--- src/rtl/alarm_sequencer_pkg.sv ---
// Shared types and constants for the alarm sequencer and its display consumers.
package alarm_sequencer_pkg;

    typedef enum logic [1:0] {
        STATE_IDLE    = 2'd0,
        STATE_SET     = 2'd1,
        STATE_TRIGGER = 2'd2,
        STATE_ALERT   = 2'd3
    } fsm_state_t;

    localparam int unsigned DIGIT_W   = 4;
    localparam logic [3:0]  DIGIT_MAX = 4'd9;

endpackage

--- src/rtl/alarm_sequencer_tick.sv ---
// One-second strobe generator: counts 0..CLK_HZ-1 while enabled, cleared when disabled.
module tick_gen #(
    parameter int unsigned CLK_HZ = 50_000_000
) (
    input  logic clk,
    input  logic rst,
    input  logic en,
    output logic tick
);

    localparam int unsigned    CNT_W   = (CLK_HZ > 1) ? $clog2(CLK_HZ) : 1;
    localparam logic [CNT_W-1:0] CNT_MAX = CNT_W'(CLK_HZ - 1);

    logic [CNT_W-1:0] count;

    always_ff @(posedge clk or posedge rst) begin
        if (rst) begin
            count <= '0;
        end else if (!en || count == CNT_MAX) begin
            count <= '0;
        end else begin
            count <= count + CNT_W'(1);
        end
    end

    // Strobe aligns with the wrap so the consumer updates on the same edge the count restarts.
    assign tick = en && (count == CNT_MAX);

endmodule

--- src/rtl/alarm_sequencer.sv ---
// Alarm master controller: arming, trigger countdown and passcode entry/compare.
module alarm_sequencer
    import alarm_sequencer_pkg::*;
#(
    parameter int unsigned CLK_HZ       = 50_000_000,
    parameter int unsigned TRIGGER_SECS = 30,
    parameter int unsigned CODE_LEN     = 4
) (
    input  logic             clk,
    input  logic             rst,
    input  logic             arm_req,
    input  logic             sensor,
    input  logic             digit_valid,
    input  logic [3:0]       digit,
    output fsm_state_t       system_state,
    output int               timer,
    output logic [3:0]       current_value,
    output logic             code_ok,
    output logic             code_err
);

    localparam int unsigned      BUF_W    = CODE_LEN * DIGIT_W;
    localparam int unsigned      CNT_W    = $clog2(CODE_LEN + 1);
    localparam logic [CNT_W-1:0] CNT_FULL = CNT_W'(CODE_LEN);

    fsm_state_t       state_n;
    int               timer_n;
    logic [3:0]       value_n;
    logic             ok_n;
    logic             err_n;
    logic [BUF_W-1:0] code, code_n;
    logic [BUF_W-1:0] entry, entry_n, entry_sh;
    logic [CNT_W-1:0] count, count_n, count_sh;
    logic             digit_ok;
    logic             full;
    logic             compare;
    logic             match;
    logic             tick_en;
    logic             tick;

    assign tick_en = (system_state == STATE_TRIGGER);

    tick_gen #(.CLK_HZ(CLK_HZ)) u_tick (
        .clk  (clk),
        .rst  (rst),
        .en   (tick_en),
        .tick (tick)
    );

    always_ff @(posedge clk or posedge rst) begin
        if (rst) begin
            system_state  <= STATE_IDLE;
            timer         <= 0;
            current_value <= '0;
            code_ok       <= 1'b0;
            code_err      <= 1'b0;
            code          <= '0;
            entry         <= '0;
            count         <= '0;
        end else begin
            system_state  <= state_n;
            timer         <= timer_n;
            current_value <= value_n;
            code_ok       <= ok_n;
            code_err      <= err_n;
            code          <= code_n;
            entry         <= entry_n;
            count         <= count_n;
        end
    end

    always_comb begin
        // Digit shift happens before any decision so arming and compares see the new digit.
        digit_ok = digit_valid && (digit <= DIGIT_MAX);
        entry_sh = digit_ok ? BUF_W'({entry, digit}) : entry;
        count_sh = (digit_ok && count != CNT_FULL) ? count + CNT_W'(1) : count;
        full     = (count_sh == CNT_FULL);
        compare  = digit_ok && full;
        match    = compare && (entry_sh == code);

        state_n = system_state;
        timer_n = timer;
        value_n = digit_ok ? digit : current_value;
        ok_n    = 1'b0;
        err_n   = 1'b0;
        code_n  = code;
        entry_n = entry_sh;
        count_n = count_sh;

        case (system_state)
            STATE_IDLE: begin
                if (arm_req) begin
                    if (full) begin
                        code_n  = entry_sh;
                        state_n = STATE_SET;
                    end else begin
                        err_n = 1'b1;
                    end
                end
            end
            STATE_SET: begin
                if (match) begin
                    state_n = STATE_IDLE;
                    ok_n    = 1'b1;
                end else if (sensor) begin
                    state_n = STATE_TRIGGER;
                    timer_n = int'(TRIGGER_SECS);
                end
            end
            STATE_TRIGGER: begin
                // A correct code beats a concurrent tick, even the one that would enter ALERT.
                if (match) begin
                    state_n = STATE_IDLE;
                    timer_n = 0;
                    ok_n    = 1'b1;
                end else begin
                    if (compare) begin
                        err_n   = 1'b1;
                        entry_n = '0;
                        count_n = '0;
                    end
                    if (tick) begin
                        if (timer <= 1) begin
                            state_n = STATE_ALERT;
                            timer_n = 0;
                        end else begin
                            timer_n = timer - 1;
                        end
                    end
                end
            end
            STATE_ALERT: begin
                timer_n = 0;
                if (match) begin
                    state_n = STATE_IDLE;
                    ok_n    = 1'b1;
                end else if (compare) begin
                    err_n   = 1'b1;
                    entry_n = '0;
                    count_n = '0;
                end
            end
            default: begin
                state_n = STATE_IDLE;
            end
        endcase

        if (state_n != system_state) begin
            entry_n = '0;
            count_n = '0;
        end
    end

endmodule

--- config.mk ---
export PLATFORM = sky130hd
export DESIGN_NAME = alarm_sequencer
export DESIGN_NICKNAME = d
export VERILOG_FILES = /design/src/rtl/alarm_sequencer_pkg.sv /design/src/rtl/alarm_sequencer_tick.sv /design/src/rtl/alarm_sequencer.sv
export SDC_FILE = /design/constraint.sdc
export NUM_CORES = 1
export LEC_CHECK = 0
export CAP_MARGIN = 20
export CORE_ASPECT_RATIO = 0.7
export CORE_MARGIN = 2
export CORE_UTILIZATION = 40
export CTS_BUF_LIST = sky130_fd_sc_hd__clkbuf_2
export DETAILED_ROUTE_END_ITERATION = 8
export GPL_TIMING_DRIVEN = 1
export PLACE_DENSITY = 0.57
export REMOVE_ABC_BUFFERS = 1
export SETUP_SLACK_MARGIN = 0.2
export SYNTH_ARGS = -nofsm -noshare
export SYNTH_HDL_FRONTEND = slang
export SYNTH_SLANG_ARGS = --single-unit
--- constraint.sdc ---
create_clock -name clk -period 11.11 [get_ports clk]
set_clock_uncertainty 0.2 [all_clocks]
set_input_delay 2.222 -clock clk [delete_from_list [all_inputs] [get_ports clk]]
set_output_delay 2.222 -clock clk [all_outputs]
set_load 0.02 [all_outputs]
==> results of run 1 <==
cells by family (layout without fill, tap and decap cells):
| family | Yosys count | in the layout | share of synthesized area [%] |
|---|---|---|---|
| AOI/OAI and AO/OA | 131 | 131 | 16.8 |
| and+or+nand+nor | 260 | 260 | 24.6 |
| muxes | 3 | 3 | 0.781 |
| xor gates and xnor gates | 41 | 41 | 6.60 |
| adders and majority gates | 5 | 5 | 1.15 |
| DFF | 101 | 101 | 46.4 |
| buffers and inverters | 42 | 79 | 3.63 |
cell type report:
type / count / share of cell area [%]
Multi-Input combinational cell: 440 / 44.3
Sequential cell: 101 / 41.2
Timing Repair Buffer: 52 / 8.32
Tap cell: 185 / 3.77
Clock inverter: 6 / 0.897
Clock buffer: 10 / 0.815
Inverter: 11 / 0.714
final timing paths:
check | slack (ns) | cells after the start | end
max in group asynchronous | 7.78 | 3 | timer[17]
setup reg to reg | 7.16 | 8 | timer[29]
hold reg to reg | 0.32 | 2 | current_value[3]
setup / recovery | 4.88 | 10 | timer[29]
min in group asynchronous | 1.78 | 2 | u_tick.count[8]
hold / removal | 0.32 | 2 | current_value[3]
power groups by stage:
stage	logic, mW	registers [mW]	clock network (mW)
floorplan	0.223	0.451	0
global placement	0.307	0.452	0
detailed placement	0.314	0.452	0
CTS	0.316	0.445	0.178
global route	0.352	0.452	0.190
finish	0.316	0.446	0.169
stage by stage:
stage	utilization (%)	area (um2)
finish	46.4	6140
global route	46.4	6140
CTS	46.4	6140
detailed placement	45.6	6030
global placement	45.6	6030
floorplan	-	5290
metal layers:
layer	track usage [%]	vias to the layer above	routed length [um]
met4	4.30	0	150
met1	28.6	2120	6500
met2	25.1	104	5320
met5	0	-	0
li1	-	2153	-
met3	3.83	10	562
critical path: cells and delay by family:
family / cells / cell delay [ns]
xor+xnor: 1 / 0.09
compound gates: 3 / 0.83
simple gates: 5 / 2.50
buf+inv: 1 / 0.89
layout by cell type, fill, tap and decap left out, types with 9 or more instances in the layout:
master	instances
dfrtp_1	101
nand2_1	66
nor2_1	65
clkdlybuf4s50_1	48
o21ai_0	39
xor2_1	22
nor3_1	21
nand3_1	21
xnor2_1	19
a21oi_1	16
or3_1	15
nand2b_1	14
o211ai_1	13
or4_1	13
o211a_1	12
inv_1	10
clkbuf_2	10
nor4_1	9
o31ai_1	9
registers in the layout (all words and copies together) (netlist names):
name           cells
count              3
timer             32
current_value      4
u_tick.count      26
code_err           1
system_state       2
code              16
entry             16
code_ok            1
==> results.md, run 1 <==
- Status: finished clean
- Pins Over Slew Limit: 0
- Top cells by area, synth: dfrtp_1, nand2_1, nor2_1
- Worst hold margin: 0.322 ns
- Placed insts: 789
- # clock sinks: 101
- Antenna violations before repair: 0
- Sequential element share of the synthesized area: 46.4%
- Syn avg cell area: 9.34 um2
- Final hold vios: 0
- P per Cell Area: 152 nW/um2
- Die height: 102 um
- Routability congestion estimate: 0.857
- Sequential Area: 2530 um2
- Most common library cells after synthesis: dfrtp_1, nand2_1, nor2_1, o21ai_0, xor2_1
- Flops & latches, synth: 101
- Max Clk Rate: 0.160 GHz
- Global route overflow: 0
- Fillers: 1,277
- Leak: 2.73 nW
- Drt total wl: 12,500 um
- Library cells used by synthesis: 66
- Site row count: 35
- Area occupied by multi-input gates: 2720 um2
- Clk network pwr share: 18.2%
- Skew-Pair Late Insertion Delay: 0.60 ns
- Tmin final: 6.23 ns
- P_sw: 356 uW
- Initial Util: 41.2%
- Num CTS Buffers: 9
- EDFF count, synth: 0
- Detailed placement HPWL: 8640 um
- Post-synth top area share: 46.4%
- # DRC: 0
- H-Tree Depth: 3
- CP Class: primary input to register
- Cell Count, Final, Fillers Out: 805
- Comb pwr share: 33.9%
- Total core area: 13,200 um2
- RSZ-0062 raised after global routing: false
- CTS resizes: 0
- Final-stage net count: 629
- Wire per inst: 15.6 um
- Final ANT Viol Nets: 0
- Total chip power: 931 uW
- Diode count: 0
- Max Cap Viol: 0
- HP Class: register to register
- Worst slew margin: 32.1%
- Synth area leader: dfrtp_1
- Worst setup EP type: register
- Clk slew on worst S/H paths: 0.30 ns
- Synth Flop Type: dfrtp_1
- Most numerous cell in the Yosys netlist: dfrtp_1
- Clock root buffer: clkbuf_2
- Final Cycle Share: 56.1%
- Vias in the first global route: 4,021
- Final Setup Violations: 0
- Syn Inst Count: 583
- Routed via count: 4,387
- Synthesis-to-finish area growth: 12.7%
- Largest net degree at the start of global routing: 57
- CP max stage cell: nor4b_4
- Drt first pass iters: 5
- Reg-to-reg startpoint: timer[20]
- Post-synthesis async set-or-reset flop share: 100%
- Reg power frac: 47.9%
- Drt first-iter violations: 315
- First-pass GRT wire length: 21,000 um
- Synth Cell Area: 5440 um2
- Cts hold-fix bufs: 0
- Most used cell, CP: nor2_1
- Dpl ws: 4.28 ns
- Vias per cell: 5.45
- Cell internal pwr: 576 uW
- Crit-path cells: clkdlybuf4s50_1 -> o21a_1 -> o211a_1 -> xnor2_1 -> nor4_2 -> nand4_2 -> nor4b_4 -> nor2_1 -> nor2_1 -> a21oi_1
- Die Width: 143 um
- IO Count: 49
- Total track usage: 18.1%
- Synth warnings: 0
- Setup TNS Final: 0 ns
- Worst-Margin Slew: 1.01 ns
- Worst ir drop on vdd: 80.7 uV
- Crit path largest cell delay: 0.96 ns
- HP Start: current_value[3]
- Worst Setup SP: digit[1]
- CP Launch Type: primary input
- Die area: 14,600 um2
- WP data required: 11.42 ns
- Port buffer count: 48
- CTS tree: built
- Worst Path Max Fanout: 20
- Arrival time worst endpoint: 6.54 ns
- Sw frac: 38.2%
- Setup Fix Bufs, Post-CTS: 0
- Layout cells sized above 1: 6.29%
- Final worst slack: 4.88 ns
- CTS Buffer Depth: 2
Power figures use the tool's default switching activity.
==> run 2, diff against run 1 <==
Settings changed: PLACE_DENSITY 0.57 to 0.59.
Clock period 11.11 ns to 5.6 ns, I/O delays scaled along.
==> results.md, run 2 (synthesis results as in run 1) <==
- R2r endpoint: timer[25] (was timer[29])
- Sequential Area: 2530 um2 (unchanged)
- Wire per inst: 16.2 um (was 15.6 um)
- Final-stage net count: 636 (was 629)
- RSZ-0062 raised after global routing: false (unchanged)
- Arrival time worst endpoint: 4.96 ns (was 6.54 ns)
- CTS tree: built (unchanged)
- P per Cell Area: 309 nW/um2 (was 152 nW/um2)
- Setup TNS Final: 0 ns (unchanged)
- Antenna violations before repair: 1 (was 0)
- Largest net degree at the start of global routing: 70 (was 57)
- CP Launch Type: primary input (unchanged)
- Leak: 2.77 nW (was 2.73 nW)
- Final Cycle Share: 83.2%
- Worst-Margin Slew: 0.881 ns (was 1.01 ns)
- Routability congestion estimate: 0.891 (was 0.857)
- IO Count: 49 (unchanged)
- Final Setup Violations: 0 (unchanged)
- Global route overflow: 0 (unchanged)
- CP endpoint: timer[21] (was timer[29])
- CTS Buffer Depth: 2 (unchanged)
- Worst Path Max Fanout: 17 (was 20)
- CP max stage cell: clkdlybuf4s50_1 (was nor4b_4)
- Worst slew margin: 41.2% (was 32.1%)
- # DRC: 0 (unchanged)
- Placed insts: 796 (was 789)
- Flop2flop setup slack: 1.56 ns (was 7.16 ns)
- Num CTS Buffers: 9 (unchanged)
- Drt first pass iters: 6 (was 5)
- Drt total wl: 13,200 um (was 12,500 um)
- Tmin final: 4.66 ns
- Crit-path cells: clkdlybuf4s50_1 -> o21a_1 -> o211a_1 -> xnor2_1 -> nor4_2 -> nand4_2 -> or4b_1 -> nand3_1 -> buf_4 -> or4_1 -> nand3_1 (was clkdlybuf4s50_1 -> o21a_1 -> o211a_1 -> xnor2_1 -> nor4_2 -> nand4_2 -> nor4b_4 -> nor2_1 -> nor2_1 -> a21oi_1)
- Synthesis-to-finish area growth: 14.3% (was 12.7%)
- Reg-to-reg startpoint: timer[20] (unchanged)
- Die height: 102 um (unchanged)
- Die Width: 143 um (unchanged)
- HP Class: register to register (unchanged)
- WP data required: 5.90 ns (was 11.42 ns)
- Setup Fix Bufs, Post-CTS: 0 (unchanged)
- Max Cap Viol: 0 (unchanged)
- H-Tree Depth: 3 (unchanged)
- Clock root buffer: clkbuf_2 (unchanged)
- Vias in the first global route: 4,334 (was 4,021)
- Max Clk Rate: 0.215 GHz
- Most used cell, CP: nand3_1 (was nor2_1)
- Area occupied by multi-input gates: 2720 um2 (unchanged)
- Biggest register: timer (unchanged)
- Final ANT Viol Nets: 0 (unchanged)
- Worst setup EP type: register (unchanged)
- CP Depth: 11 (was 10)
- # clock sinks: 101 (unchanged)
- Initial Util: 41.2% (unchanged)
- Detailed placement HPWL: 9110 um (was 8640 um)
- Drt first-iter violations: 265 (was 315)
- Worst Reg-to-Reg Cells: 8 (unchanged)
- Site row count: 35 (unchanged)
- Routed via count: 4,462 (was 4,387)
- Worst path bufs/invs: 2 (was 1)
- Layout cells sized above 1: 7.18% (was 6.29%)
- Top Registers: timer: 32 flops, u_tick.count: 26 flops (unchanged)
- CP Class: primary input to register (unchanged)
- Vias per cell: 5.49 (was 5.45)
- Port buffer count: 48 (unchanged)
- Most frequent cells in the layout: dfrtp_1, nand2_1, nor2_1 (unchanged)
- Worst ir drop on vdd: 106 uV (was 80.7 uV)
- Total core area: 13,200 um2 (unchanged)
- Pins Over Slew Limit: 0 (unchanged)
- Commonest non-fill, non-tap cell in the layout: dfrtp_1 (unchanged)
- Cell Count, Final, Fillers Out: 813 (was 805)
- Top Family by Delay on Critical Path: simple AND/OR/NAND/NOR gates (unchanged)
- Crit path largest cell delay: 0.93 ns (was 0.96 ns)
- Die area: 14,600 um2 (unchanged)
- First-pass GRT wire length: 21,700 um (was 21,000 um)
- Clk slew on worst S/H paths: 0.28 ns (was 0.30 ns)
- Max reg flops: 32 (unchanged)
- Status: finished clean (unchanged)
- Fillers: 1,298 (was 1,277)
- Skew-Pair Late Insertion Delay: 0.57 ns (was 0.60 ns)
- Final hold vios: 0 (unchanged)
- HP Start: current_value[3] (unchanged)
- Worst Setup SP: digit[1] (unchanged)
- Cts hold-fix bufs: 0 (unchanged)
- Total track usage: 18.8% (was 18.1%)
- CTS resizes: 0 (unchanged)
## run 2: worst min-delay path by stage
stage | to | slack, ns | cells after the start
floorplan | code[10] | 0.27 | 2
global placement | current_value[1] | 0.27 | 2
detailed placement | current_value[3] | 0.28 | 2
CTS | current_value[3] | 0.34 | 2
global route | u_tick.count[0] | 0.35 | 1
finish | current_value[3] | 0.33 | 2
## run 2: cell type report
| cell class | count | share of cell area (%) |
|---|---|---|
| clock buffers | 10 | 0.804 |
| multi-input cells | 440 | 43.7 |
| clock inverters | 6 | 1.41 |
| inverters | 11 | 0.704 |
| diodes | 1 | 0.0402 |
| well taps | 185 | 3.72 |
| flip-flops and latches | 101 | 40.6 |
| repair buffers | 59 | 9.05 |
## run 2: through the flow
step	cell area (um2)	power, mW	utilization [%]	hold slack (ns)	worst slack, ns
floorplan	5290	1.34	-	0.269	1.22
global placement	6080	1.50	46.0	0.267	0.441
detailed placement	6080	1.53	46.0	0.279	0.391
CTS	6220	1.93	47.0	0.336	1.05
global route	6220	2.04	47.1	0.354	0.609
finish	6220	1.92	47.1	0.329	0.939
## run 2: worst reg2reg max path, cell delays in order, from the launching register on
cell and delay (ns):
dfrtp_1 0.52, or3_4 0.45, or4_1 0.56, or4_1 0.59, nor3_2 0.25, or4_1 0.48
nor2_1 0.32, nor2_1 0.49, a21oi_1 0.10
## run 2: where the power goes
part           switching (mW)  internal [mW]
Clock                   0.254          0.148
Sequential             0.0748          0.810
Combinational           0.370          0.264
## run 2: layer usage
| metal | wire length (um) | track usage, % | share of wire (%) |
|---|---|---|---|
| met4 | 118 | 4.07 | 0.89 |
| met5 | 0 | 0 | 0 |
| met2 | 5680 | 28.4 | 43 |
| met3 | 754 | 4.35 | 5.7 |
| met1 | 6650 | 27.5 | 50 |
==> run 3, diff against run 2 <==
Settings changed: PLACE_DENSITY 0.59 to 0.57.
Clock period 5.6 ns to 4.85 ns, I/O delays scaled along.
==> results.md, run 3 (synthesis results as in run 1) <==
- Largest net degree at the start of global routing: 77 (was 70)
- Arrival time worst endpoint: 4.34 ns (was 4.96 ns)
- CP Class: primary input to register (unchanged)
- CTS resizes: 0 (unchanged)
- Biggest register: timer (unchanged)
- Commonest non-fill, non-tap cell in the layout: dfrtp_1 (unchanged)
- Worst setup EP type: register (unchanged)
- CTS Buffer Depth: 2 (unchanged)
- HP Class: register to register (unchanged)
- Fin area: 6190 um2 (was 6220 um2)
- Max Clk Rate: 0.246 GHz
- Top Registers: timer: 32 flops, u_tick.count: 26 flops (unchanged)
- Routed via count: 4,539 (was 4,462)
- Antenna violations before repair: 0 (was 1)
- Flop2flop setup slack: 0.85 ns (was 1.56 ns)
- Final Setup Violations: 0 (unchanged)
- Detailed placement HPWL: 9170 um (was 9110 um)
- Leak: 2.76 nW (was 2.77 nW)
- Worst Reg-to-Reg Cells: 8 (unchanged)
- Final ANT Viol Nets: 0 (unchanged)
- Total core area: 13,200 um2 (unchanged)
- WP data required: 5.12 ns (was 5.90 ns)
- IO Count: 49 (unchanged)
- Drt total wl: 13,100 um (was 13,200 um)
- Final-stage net count: 638 (was 636)
- Reg-to-reg startpoint: timer[20] (unchanged)
- Setup TNS Final: 0 ns (unchanged)
- Initial Util: 41.2% (unchanged)
- Worst-Margin Slew: 0.928 ns (was 0.881 ns)
- Placed insts: 798 (was 796)
- Final Cycle Share: 83.9%
- Clock root buffer: clkbuf_2 (unchanged)
- Site row count: 35 (unchanged)
- Worst ir drop on vdd: 136 uV (was 106 uV)
- Total chip power: 2.12 mW (was 1.92 mW)
- Most frequent cells in the layout: dfrtp_1, nand2_1, nor2_1 (unchanged)
- Worst Path Max Fanout: 19 (was 17)
- Final hold vios: 0 (unchanged)
- Diode count: 0 (was 1)
- Die Width: 143 um (unchanged)
- First-pass GRT wire length: 22,100 um (was 21,700 um)
- Global route overflow: 0 (unchanged)
- HP Start: current_value[3] (unchanged)
- Skew-Pair Late Insertion Delay: 0.58 ns (was 0.57 ns)
- Routability congestion estimate: 0.857 (was 0.891)
- Area after DPL: 6100 um2 (was 6080 um2)
- Cts hold-fix bufs: 0 (unchanged)
- Cell Count, Final, Fillers Out: 814 (was 813)
- # clock sinks: 101 (unchanged)
- CP endpoint: timer[30] (was timer[21])
- Pins Over Slew Limit: 0 (unchanged)
- Worst Setup SP: digit[1] (unchanged)
- Fillers: 1,277 (was 1,298)
- Total track usage: 19.1% (was 18.8%)
- Status: finished clean (unchanged)
- Worst slew margin: 38.2% (was 41.2%)
- RSZ-0062 raised after global routing: false (unchanged)
- Die height: 102 um (unchanged)
- Drt first pass iters: 5 (was 6)
- Port buffer count: 48 (unchanged)
- Wire per inst: 16.1 um (was 16.2 um)
- Max Cap Viol: 0 (unchanged)
- CP Launch Type: primary input (unchanged)
- Layout cells sized above 1: 7.15% (was 7.18%)
- H-Tree Depth: 3 (unchanged)
- Clk slew on worst S/H paths: 0.27 ns (was 0.28 ns)
- P per Cell Area: 342 nW/um2 (was 309 nW/um2)
- Drt first-iter violations: 321 (was 265)
- Worst hold margin: 0.323 ns (was 0.329 ns)
- # DRC: 0 (unchanged)
- Synthesis-to-finish area growth: 13.6% (was 14.3%)
- Die area: 14,600 um2 (unchanged)
- R2r endpoint: timer[30] (was timer[25])
- Tmin final: 4.07 ns
- Vias per cell: 5.58 (was 5.49)
- Setup Fix Bufs, Post-CTS: 0 (unchanged)
- Num CTS Buffers: 9 (unchanged)
- Vias in the first global route: 4,383 (was 4,334)
- Max reg flops: 32 (unchanged)
- CTS tree: built (unchanged)
## run 3: cell types whose count changed in the layout (fill, tap and decap cells not counted), sizes merged
cell	change
clkinv	+3
clkbuf	-1
bufinv	-2
inv	+1
buf	+2
clkinvlp	-1
diode	-1
## run 3: worst min-delay path by stage
stage | cells after the start | endpoint | slack (ns)
global route | 1 | u_tick.count[0] | 0.35
detailed placement | 2 | current_value[3] | 0.28
global placement | 2 | current_value[3] | 0.28
CTS | 1 | u_tick.count[0] | 0.33
floorplan | 2 | code[10] | 0.27
finish | 2 | current_value[3] | 0.32
## run 3: report_power, final
| part | total [mW] | leakage, nW | internal, mW | switching, mW |
|---|---|---|---|---|
| registers | 1.02 | 1.36 | 0.935 | 0.0886 |
| clock network | 0.356 | 0.0548 | 0.0646 | 0.291 |
| logic | 0.737 | 1.34 | 0.307 | 0.430 |
| total | 2.12 | 2.76 | 1.31 | 0.809 |
## run 3: through the flow
step                setup WS [ns]  utilization [%]
floorplan                   0.624                -
global placement            0.247             46.1
detailed placement          0.168             46.1
CTS                         0.838             46.8
global route                0.594             46.8
finish                      0.780             46.8
## run 3: critical path, stage by stage
cell,delay (ns)
clkdlybuf4s50_1,0.58
o21a_1,0.40
o211a_1,0.26
xnor2_1,0.08
nor4_2,0.33
nand4_2,0.25
nor4b_4,0.37
buf_4,0.29
nor2_1,0.21
nor2_1,0.49
a21oi_1,0.09
## run 3: cell type report
class	count	area [um2]	area share (%)
Multi-Input combinational cell	440	2720	44.0
Sequential cell	101	2530	40.9
Timing Repair Buffer	61	578	9.34
Tap cell	185	231	3.74
Clock buffer	9	45.0	0.728
Inverter	11	43.8	0.708
Clock inverter	7	41.3	0.667
## run 3: per-layer routing
layer	vias up	part of all wire (%)	wire [um]	GRT usage [%]
li1	2174	-	-	-
met4	0	0.98	129	5.13
met5	-	0	0	0
met2	153	43	5630	27.6
met1	2194	50	6620	28.6
met3	18	5.6	732	4.54
